===== config.mk =====
export PLATFORM = sky130hd
export DESIGN_NAME = mux_sel_pipe_flat
export DESIGN_NICKNAME = d
export VERILOG_FILES = /design/src/rtl/mux_sel_pipe_if.sv /design/src/rtl/mux_sel_pipe.sv /design/src/flat_wrapper.sv
export SDC_FILE = /design/constraint.sdc
export NUM_CORES = 1
export LEC_CHECK = 0
export CORE_AREA = 2 2 123 125
export DETAILED_ROUTE_END_ITERATION = 16
export DIE_AREA = 0 0 125 127
export PLACE_DENSITY_LB_ADDON = 0.08
export SYNTH_ARGS = -nofsm -noshare
export SYNTH_HDL_FRONTEND = slang
export SYNTH_SLANG_ARGS = --single-unit

===== constraint.sdc =====
create_clock -name Clk -period 2.9 [get_ports Clk]
set_input_delay 0.58 -clock Clk [delete_from_list [all_inputs] [get_ports Clk]]
set_output_delay 0.58 -clock Clk [all_outputs]
set_load 0.01 [all_outputs]

===== src/rtl/mux_sel_pipe_if.sv =====
// mux_sel_pipe_if
// ----------------
// Bundles the capture handshake, the selection controls and the registered
// output handshake of mux_sel_pipe. The clock and reset stay outside.
//
// Modports:
//   slave  : the multiplexer side. It receives the data, selection and
//            consumer-ready signals and drives in_ready, out_data, out_sel,
//            out_valid and sel_err.
//   master : the producer/consumer side, which is the mirror image.
//
// Signals:
//   in_data   NUM_IN*WIDTH  channel k sits at [k*WIDTH +: WIDTH]
//   in_valid  1             capture request
//   in_ready  1             capture accepted this cycle when in_valid=1
//   mode      1             0 = direct select, 1 = round-robin scan
//   sel       SEL_W         channel index in direct mode
//   scan_mask NUM_IN        channel enable mask in scan mode
//   scan_clr  1             synchronous clear of the scan pointer
//   out_data  WIDTH         registered selected word
//   out_sel   SEL_W         index of the captured channel
//   out_valid 1             out_data holds an unconsumed word
//   out_ready 1             consumer accepts out_data
//   sel_err   1             last capture attempt had no valid target
interface mux_sel_pipe_if #(
    parameter int WIDTH  = 32,
    parameter int NUM_IN = 8,
    parameter int SEL_W  = 3
);
    logic [NUM_IN*WIDTH-1:0] in_data;
    logic                    in_valid;
    logic                    in_ready;
    logic                    mode;
    logic [SEL_W-1:0]        sel;
    logic [NUM_IN-1:0]       scan_mask;
    logic                    scan_clr;
    logic [WIDTH-1:0]        out_data;
    logic [SEL_W-1:0]        out_sel;
    logic                    out_valid;
    logic                    out_ready;
    logic                    sel_err;

    modport slave (
        input  in_data, in_valid, mode, sel, scan_mask, scan_clr, out_ready,
        output in_ready, out_data, out_sel, out_valid, sel_err
    );

    modport master (
        output in_data, in_valid, mode, sel, scan_mask, scan_clr, out_ready,
        input  in_ready, out_data, out_sel, out_valid, sel_err
    );
endinterface


===== src/rtl/mux_sel_pipe.sv =====
// mux_sel_pipe
// ------------
// N-to-1 word multiplexer with a registered output stage and a valid/ready
// handshake on both sides. In direct mode the channel comes from sel. In scan
// mode the block walks round-robin over the channels enabled in scan_mask.
// It starts each search at a stored pointer and wraps around.
//
// Ports:
//   Clk    input   rising-edge clock
//   Reset  input   asynchronous, active-high reset
//   bus    slave modport of mux_sel_pipe_if (see the interface for the list)
//
// Timing:
//   A word is captured (fire) when in_valid, in_ready and a valid target all
//   hold. It appears on out_data one edge later. in_ready is combinational,
//   equal to !out_valid || out_ready, so a full stage can pass one word per
//   cycle while the consumer keeps out_ready high.
module mux_sel_pipe #(
    parameter int WIDTH  = 32,
    parameter int NUM_IN = 8,
    parameter int SEL_W  = 3
) (
    input  logic          Clk,
    input  logic          Reset,
    mux_sel_pipe_if.slave bus
);

    // Registered state
    logic [WIDTH-1:0] out_data_r;
    logic [SEL_W-1:0] out_sel_r;
    logic             out_valid_r;
    logic             sel_err_r;
    logic [SEL_W-1:0] ptr_r;

    // Combinational decode
    logic             scan_hit_s;
    logic [SEL_W-1:0] scan_idx_s;
    logic [SEL_W-1:0] target_s;
    logic             target_ok_s;
    logic [WIDTH-1:0] sel_word_s;
    logic             in_ready_s;
    logic             fire_s;
    logic             bad_attempt_s;
    logic [SEL_W-1:0] ptr_next_s;

    // Round-robin search. The first pass covers ptr..NUM_IN-1 and the second
    // pass covers 0..ptr-1, so the lowest index at or after ptr wins.
    always_comb begin
        scan_hit_s = 1'b0;
        scan_idx_s = {SEL_W{1'b0}};
        for (int k = 0; k < NUM_IN; k++) begin
            if (!scan_hit_s && bus.scan_mask[k] && (k >= int'(ptr_r))) begin
                scan_hit_s = 1'b1;
                scan_idx_s = SEL_W'(k);
            end else begin
                scan_hit_s = scan_hit_s;
            end
        end
        for (int k = 0; k < NUM_IN; k++) begin
            if (!scan_hit_s && bus.scan_mask[k] && (k < int'(ptr_r))) begin
                scan_hit_s = 1'b1;
                scan_idx_s = SEL_W'(k);
            end else begin
                scan_hit_s = scan_hit_s;
            end
        end
    end

    // Pick the target channel and decide whether it can be captured
    always_comb begin
        if (bus.mode) begin
            target_s    = scan_idx_s;
            target_ok_s = scan_hit_s;
        end else begin
            target_s    = bus.sel;
            // sel can encode indices beyond NUM_IN when NUM_IN is not a power of 2
            target_ok_s = (int'(bus.sel) < NUM_IN);
        end
    end

    // Word mux. Only constant part-selects are used, and an out-of-range
    // target yields zero.
    always_comb begin
        sel_word_s = {WIDTH{1'b0}};
        for (int k = 0; k < NUM_IN; k++) begin
            if (int'(target_s) == k) begin
                sel_word_s = bus.in_data[k*WIDTH +: WIDTH];
            end else begin
                sel_word_s = sel_word_s;
            end
        end
    end

    // Handshake qualifiers and the next scan pointer
    always_comb begin
        in_ready_s    = !out_valid_r || bus.out_ready;
        fire_s        = bus.in_valid && in_ready_s && target_ok_s;
        bad_attempt_s = bus.in_valid && in_ready_s && !target_ok_s;
        // The wrap uses an explicit compare, so a non-power-of-2 NUM_IN
        // never lets the pointer reach an unused index.
        if (int'(scan_idx_s) == (NUM_IN - 1)) begin
            ptr_next_s = {SEL_W{1'b0}};
        end else begin
            ptr_next_s = scan_idx_s + SEL_W'(1'b1);
        end
    end

    // Output stage: capture on fire, otherwise drain on consume and track errors
    always_ff @(posedge Clk or posedge Reset) begin
        if (Reset) begin
            out_data_r  <= {WIDTH{1'b0}};
            out_sel_r   <= {SEL_W{1'b0}};
            out_valid_r <= 1'b0;
            sel_err_r   <= 1'b0;
        end else if (fire_s) begin
            out_data_r  <= sel_word_s;
            out_sel_r   <= target_s;
            out_valid_r <= 1'b1;
            sel_err_r   <= 1'b0;
        end else begin
            if (out_valid_r && bus.out_ready) begin
                out_valid_r <= 1'b0;
            end
            if (bad_attempt_s) begin
                sel_err_r <= 1'b1;
            end
        end
    end

    // Scan pointer. A clear beats a same-cycle advance, but the search for
    // that fire has already used the old pointer.
    always_ff @(posedge Clk or posedge Reset) begin
        if (Reset) begin
            ptr_r <= {SEL_W{1'b0}};
        end else if (bus.scan_clr) begin
            ptr_r <= {SEL_W{1'b0}};
        end else if (fire_s && bus.mode) begin
            ptr_r <= ptr_next_s;
        end
    end

    assign bus.in_ready  = in_ready_s;
    assign bus.out_data  = out_data_r;
    assign bus.out_sel   = out_sel_r;
    assign bus.out_valid = out_valid_r;
    assign bus.sel_err   = sel_err_r;

endmodule


===== src/flat_wrapper.sv =====
// flat-port wrapper written by rule: the top's interface ports become plain ports
module mux_sel_pipe_flat 
#(
    parameter int WIDTH  = 32,
    parameter int NUM_IN = 8,
    parameter int SEL_W  = 3
)
  (Clk, Reset, bus_in_data, bus_in_valid, bus_mode, bus_sel, bus_scan_mask, bus_scan_clr, bus_out_ready, bus_in_ready, bus_out_data, bus_out_sel, bus_out_valid, bus_sel_err);
  mux_sel_pipe_if #(.WIDTH(WIDTH), .NUM_IN(NUM_IN), .SEL_W(SEL_W)) bus_i ();
  input  logic Clk;
  input  logic Reset;
  input wire logic [$bits(bus_i.in_data)-1:0] bus_in_data;
  input wire logic [$bits(bus_i.in_valid)-1:0] bus_in_valid;
  input wire logic [$bits(bus_i.mode)-1:0] bus_mode;
  input wire logic [$bits(bus_i.sel)-1:0] bus_sel;
  input wire logic [$bits(bus_i.scan_mask)-1:0] bus_scan_mask;
  input wire logic [$bits(bus_i.scan_clr)-1:0] bus_scan_clr;
  input wire logic [$bits(bus_i.out_ready)-1:0] bus_out_ready;
  output wire logic [$bits(bus_i.in_ready)-1:0] bus_in_ready;
  output wire logic [$bits(bus_i.out_data)-1:0] bus_out_data;
  output wire logic [$bits(bus_i.out_sel)-1:0] bus_out_sel;
  output wire logic [$bits(bus_i.out_valid)-1:0] bus_out_valid;
  output wire logic [$bits(bus_i.sel_err)-1:0] bus_sel_err;
  assign bus_i.in_data = bus_in_data;
  assign bus_i.in_valid = bus_in_valid;
  assign bus_i.mode = bus_mode;
  assign bus_i.sel = bus_sel;
  assign bus_i.scan_mask = bus_scan_mask;
  assign bus_i.scan_clr = bus_scan_clr;
  assign bus_i.out_ready = bus_out_ready;
  assign bus_in_ready = bus_i.in_ready;
  assign bus_out_data = bus_i.out_data;
  assign bus_out_sel = bus_i.out_sel;
  assign bus_out_valid = bus_i.out_valid;
  assign bus_sel_err = bus_i.sel_err;
  mux_sel_pipe #(.WIDTH(WIDTH), .NUM_IN(NUM_IN), .SEL_W(SEL_W)) u_core (.Clk(Clk), .Reset(Reset), .bus(bus_i));
endmodule

======== Word level (Yosys, flattened, before mapping) ========
Index checks and enable logic that the tools add are counted.
Widths: inputs -> output; s select.
operators by class
  add/subtract/negate cells ............... 1
  reductions and logical operators ........ 54
  div/mod/pow operators ................... 0
  eq/ne operators ......................... 8
  multiply operators ...................... 0
  magnitude comparators ................... 14
  bitwise operators ....................... 0
  mux-type cells .......................... 46
  shift-type cells ........................ 0
operators by type and width
  kind                 count
  $mux 32              8
  $mux 3               17
  $logic_and 1x1->1    33
  $mux 1               21
  $logic_not 1->1      16
  $eq 3x3->1 const B   4
  $ge 3x3->1 const A   3
  $lt 3x3->1 const A   3
  $eq 3x1->1 const B   2
  $eq 3x2->1 const B   2
  $ge 1x3->1 const A   2
  $ge 2x3->1 const A   2
  $lt 1x3->1 const A   2
  $lt 2x3->1 const A   2
  $reduce_bool 2->1    3
  $add 3x1->3 const B  1
  $logic_not 3->1      1
  $logic_or 1x1->1     1
word-level totals
  bits in latches ......................... 0
  bits in read-only memories .............. 0
  logic and storage cells ................. 128
  bits in writable memories ............... 0
  output and inout bits ................... 38
  memories kept ........................... 0
  bits in registers ....................... 40

======== Logic depth before layout (Yosys ltp) ========
  word-level depth ........................ 68
  depth in mapped cells ................... 13
  mapped depth without buffers ............ 10

======== Worst setup path after synthesis ========
Ideal clock, no wire load.
  kind .................................... register to register
  from .................................... register u_core.ptr_r[2]
  to ...................................... register u_core.out_data_r[10], in the netlist u_core.bus.out_data[10]
  path buffers ............................ 3
  required time ........................... 2.756 ns
  arrival ................................. 2.807 ns
  slack ................................... -0.051 ns
  stages on the path, launching flop included .. 12
  path through ............................ dfrtp_1 > buf_2 > or4_4 > a31o_2 > or4_4 > o211ai_2 > buf_4 > nand2_4 > buf_2 > o32a_1 > a21oi_1 > a211oi_2
between the ends
  word-level cells in the longest chain between the ends .. 68
  elaborated cells on any way between the ends .. 104
ends and longest elaborated chain
  what                            RTL line             text
  start, declared                 mux_sel_pipe.sv:33   logic [SEL_W-1:0] ptr_r;
  start signal, assigned          mux_sel_pipe.sv:134  ptr_r <= {SEL_W{1'b0}};
  start signal, assigned          mux_sel_pipe.sv:136  ptr_r <= {SEL_W{1'b0}};
  start signal, assigned          mux_sel_pipe.sv:138  ptr_r <= ptr_next_s;
  $ge 1x3->1                      mux_sel_pipe.sv:52   if (!scan_hit_s && bus.scan_mask[k] && (k >= int'(ptr_r))) begin
  $logic_and 1x1->1               mux_sel_pipe.sv:52
  $mux 1                          mux_sel_pipe.sv:52
  $logic_not 1->1                 mux_sel_pipe.sv:52
  $logic_and 1x1->1 (2 in a row)  mux_sel_pipe.sv:52
  $mux 1                          mux_sel_pipe.sv:52
  $logic_not 1->1                 mux_sel_pipe.sv:52
  $logic_and 1x1->1 (2 in a row)  mux_sel_pipe.sv:52
  [41 not listed]                 --
  $logic_and 1x1->1 (2 in a row)  mux_sel_pipe.sv:60   if (!scan_hit_s && bus.scan_mask[k] && (k < int'(ptr_r))) begin
  $mux 1                          mux_sel_pipe.sv:60
  $logic_not 1->1                 mux_sel_pipe.sv:60
  $logic_and 1x1->1 (2 in a row)  mux_sel_pipe.sv:60
  $mux 3                          mux_sel_pipe.sv:60
  $mux 3                          mux_sel_pipe.sv:71   if (bus.mode) begin
  $logic_not 3->1                 mux_sel_pipe.sv:86   if (int'(target_s) == k) begin
  $mux 32 (8 in a row)            mux_sel_pipe.sv:86
  end signal, assigned            mux_sel_pipe.sv:111  out_data_r <= {WIDTH{1'b0}};
  end signal, assigned            mux_sel_pipe.sv:116  out_data_r <= sel_word_s;
  end, declared                   mux_sel_pipe.sv:29   logic [WIDTH-1:0] out_data_r;
Parallel ways exist; a longest one is shown, timed or not.
A chain may end at the register's enable or synchronous reset.

======== Worst setup path in the final report ========
  from .................................... input port bus_scan_mask[6]
  to ...................................... register u_core.out_data_r[23], in the netlist u_core.bus.out_data[23]
between the ends
  word-level cells in the longest chain between the ends .. 44
  elaborated cells on any way between the ends .. 62
ends and longest elaborated chain
  what                            RTL line            text
  start, declared                 flat_wrapper.sv:16  input wire logic [$bits(bus_i.scan_mask)-1:0] bus_scan_mask;
  $logic_and 1x1->1 (2 in a row)  mux_sel_pipe.sv:52
  $mux 1                          mux_sel_pipe.sv:52
  $logic_not 1->1                 mux_sel_pipe.sv:52
  $logic_and 1x1->1               mux_sel_pipe.sv:52
  $mux 1                          mux_sel_pipe.sv:52
  $logic_not 1->1                 mux_sel_pipe.sv:60
  $logic_and 1x1->1 (2 in a row)  mux_sel_pipe.sv:60
  $mux 1                          mux_sel_pipe.sv:60
  [17 not listed]                 --
  $logic_and 1x1->1 (2 in a row)  mux_sel_pipe.sv:60
  $mux 1                          mux_sel_pipe.sv:60
  $logic_not 1->1                 mux_sel_pipe.sv:60
  $logic_and 1x1->1 (2 in a row)  mux_sel_pipe.sv:60
  $mux 3                          mux_sel_pipe.sv:60
  $mux 3                          mux_sel_pipe.sv:71
  $logic_not 3->1                 mux_sel_pipe.sv:86
  $mux 32 (8 in a row)            mux_sel_pipe.sv:86
Parallel ways exist; a longest one is shown, timed or not.

==> reports/qor.yml <==
dieArea_mm2: 0.0159
finalMaxSlewViolations: 0
row_count: 44
remaining_drc_errors: 0
cpPeakStageDelay_ps: 540
timing.max_cap.violations: 0
vias: 7370
unrepaired_setup_endpoints_after_global_routing: "yes"
synth_enable_flop_cells: 0
nFillCells: 1062
worstPathRequired_ps: 3110
criticalPathCategory: "input port to flop"
switching_share_of_power_pct: 37.1
clkLatencyLatePin_ps: 290
cts_root_buf: "sky130_fd_sc_hd__clkbuf_16"
globalRouteOverflowTotal: 0
numClockSinks: 40
core_area_mm2: 0.0144
ys_seq_area_share_pct: 19.9
critPathMostFrequentCell: "sky130_fd_sc_hd__buf_6"
wire_length_of_the_first_global_routing_pass_um: 41000
antenna_found_initial: 3
clock_skew_ps: 3.67
synthesis.area_per_instance_um2: 7.69
areaGrowthSynthToFinish_pct: 110
final.hold.worst_slack_ps: 486
number_of_global_route_vias_before_repair: 7273
pint_mw: 2.58
violations: "setup timing"
wire_per_inst_um: 22.5
max_slew.worst_pin.slew_ps: 666
grt_max_degree: 36
async_reset_ff_share_pct: 100
register_bit_total_from_synthesis: 40
p_total_mw: 4.10
ff_latch_area_mm2: 0.00100
drive_above_1_share_pct: 27.0
drtPass1Iterations: 5
setup_viol_count_final: 32
area_occupied_by_multi_input_gates_mm2: 0.00427
final_nets: 1307
synth.distinct_cells: 62
drt-vias-per-instance: 6.04
ctsLongestPathBuffers: 2
ios: 311
status: "complete, but fails checks"
cts_made_buffers: 5
critical_path_buf_inv_count: 5
cp_delay_by_family_top: "simple AND/OR/NAND/NOR gates"
initial_cell_density_of_the_core_pct: 34.8
dp_cells: 1158
timing.final.crit_share_pct: 104
critical_path.max_fanout: 8
detail-route-antenna-nets: 0
chipWidth_um: 125
synth_ff_type: "sky130_fd_sc_hd__dfrtp_1"
placement.io_buffers: 310
cpMaxStageDelayCell: "sky130_fd_sc_hd__or4_4"
synth.top_cells.by_count: "96 x sky130_fd_sc_hd__nor2_1, 87 x sky130_fd_sc_hd__a21oi_1, 64 x sky130_fd_sc_hd__mux2i_1"
fin_crit_ps: 3010
synthesis.yosys.warnings: 0
worstHoldPathType: "flop to flop"
wl_um: 27500
synth_top_area_share_pct: 19.9
crit_end_element: "flop"
crit_chain: "buf_6 > or4_4 > a31o_4 > or4_4 > o211ai_4 > buf_6 > buf_12 > nand2_8 > buf_12 > nor2_4 > buf_6 > a21oi_1 > a211oi_2"
drtIter0Drc: 732
timing.max_slew.rel_slack_pct: 55.5
post_synth_instance_area_mm2: 0.00502
synth_largest_area_cell: "sky130_fd_sc_hd__dfrtp_1"
detailedPlacementHpwl_um: 18600
setup_tns_ps: -2170
static_power_due_to_leakage_nw: 4.15
postLayoutSetupSlackWorst_ps: -109
gp_congestion: 0.909
max_freq_mhz: 332
clk_pin_slew_worst_paths_ps: 70
ctsHtreeMaxLevel: 2
finish.cell_count_without_fillers: 1220
p_switching_mw: 1.52
comb_power_share_pct: 61.3
seqPwrFrac_pct: 21.4
grt_usage_pct: 32.2
cts_tree: "done"
power-per-cell-area_mw_per_mm2: 389
start_kind: "input port"
pre_cts_ws_ps: -657
syn-num-nets: 928
crit_arrival_ps: 3220
vdd_ir_drop_max_uv: 296
yosys.cell_count.top_type: "sky130_fd_sc_hd__nor2_1"
die-height_um: 127
power.clock.fraction_pct: 17.3
postSynthCellCount: 653
finalHoldViolCount: 0
netlist_top_cells_area: "sky130_fd_sc_hd__dfrtp_1 20%, sky130_fd_sc_hd__mux2i_1 13%, sky130_fd_sc_hd__a21oi_1 8.7%"
## metrics by stage
stage	area [µm²]	util, %
after global routing	10500	73.1
after detailed placement	8850	61.3
after floorplan	5070	-
final	10500	73.1
after CTS	10200	70.7
after global placement	8850	61.3
## sequential cells by signal, indices dropped and copies added, names as in the netlist
name / count
u_core.bus.out_data: 32
u_core.bus.out_sel: 3
u_core.bus.out_valid: 1
u_core.bus.sel_err: 1
u_core.ptr_r: 3
## cells by family after synthesis
group | count (synthesis) | share of synthesized area (%)
multiplexers | 64 | 12.8
AND/OR/NAND/NOR | 181 | 15.8
flip-flops | 40 | 19.9
buffers and inverters | 78 | 7.53
AO/OA/AOI/OAI | 288 | 43.4
adder cells (fa/ha/maj) | 2 | 0.498
## power groups by stage
stage	Sequential, mW	Clock (mW)	Combinational [mW]
after floorplan	0.865	0	0.881
final	0.878	0.711	2.52
after detailed placement	0.833	0	1.95
after global routing	0.894	0.736	2.64
after global placement	0.827	0	1.93
after CTS	0.855	0.710	2.37
## cells in the final DEF (no fill, tap or decap), types with 6 or more instances in the layout
cell type,n
sky130_fd_sc_hd__a21oi_2,36
sky130_fd_sc_hd__nand2_1,32
sky130_fd_sc_hd__buf_16,16
sky130_fd_sc_hd__nor2_1,94
sky130_fd_sc_hd__nand2_2,8
sky130_fd_sc_hd__inv_1,10
sky130_fd_sc_hd__a2111oi_2,24
sky130_fd_sc_hd__o21ai_0,28
sky130_fd_sc_hd__o32ai_1,6
sky130_fd_sc_hd__buf_6,19
sky130_fd_sc_hd__mux2i_1,58
sky130_fd_sc_hd__nor3_2,6
sky130_fd_sc_hd__o21ai_1,7
sky130_fd_sc_hd__clkdlybuf4s50_1,302
sky130_fd_sc_hd__a21oi_1,48
sky130_fd_sc_hd__a211oi_2,26
sky130_fd_sc_hd__dlygate4sd2_1,6
sky130_fd_sc_hd__nor3_1,8
sky130_fd_sc_hd__a311o_1,26
sky130_fd_sc_hd__buf_4,68
sky130_fd_sc_hd__clkbuf_16,8
sky130_fd_sc_hd__nand3_1,10
sky130_fd_sc_hd__buf_12,20
sky130_fd_sc_hd__o32a_1,27
sky130_fd_sc_hd__dfrtp_1,40
## final cells by class
class                      instances  area share [%]
timing repair buffer             439            45.6
clock buffer                       7            1.45
inverter                          11           0.392
tap                              184            2.18
multi-input combinational        535            40.5
sequential                        40            9.50
antenna                            3          0.0712
clock inverter                     1           0.285
## final timing paths
path                                        from                       to  slack, ps  depth (start not counted)
max                             bus_scan_mask[6]  u_core.bus.out_data[23]       -110                         13
min                        u_core.bus.out_sel[2]    u_core.bus.out_sel[2]        490                          2
max reg2reg                      u_core.ptr_r[0]  u_core.bus.out_data[23]        -90                         12
min reg2reg                u_core.bus.out_sel[2]    u_core.bus.out_sel[2]        490                          2
max in group asynchronous                  Reset  u_core.bus.out_data[12]       1600                          3
min in group asynchronous                  Reset    u_core.bus.out_sel[1]        690                          2
## per-layer routing
metal  global-route usage, %  vias to the layer above  routed length [µm]
li1                        -                     3327                   -
met1                    40.0                     3480               10700
met2                    55.5                      483               13300
met3                    6.03                       80                2360
met4                    12.5                        0                1120
met5                       0                        -                   0
## worst register-to-register path, delay by kind of cell (launching register included)
kind	cells	cell delay [ps]
AND/OR/NAND/NOR	4	1250
flip-flops	1	380
AO/OA/AOI/OAI	4	670
buffers and inverters	4	620
## what timing repair did
| action | 4_1_cts | 5_1_grt |
|---|---|---|
| hold buffers | 0 | 0 |
| resized for setup | 130 | 48 |
| buffers inserted | 26 | 7 |
| endpoints found under the setup margin | 35 | 32 |
| pin swaps | 58 | 39 |
| gates cloned | 16 | 3 |
No activity file was read; power rests on OpenSTA's default activity.
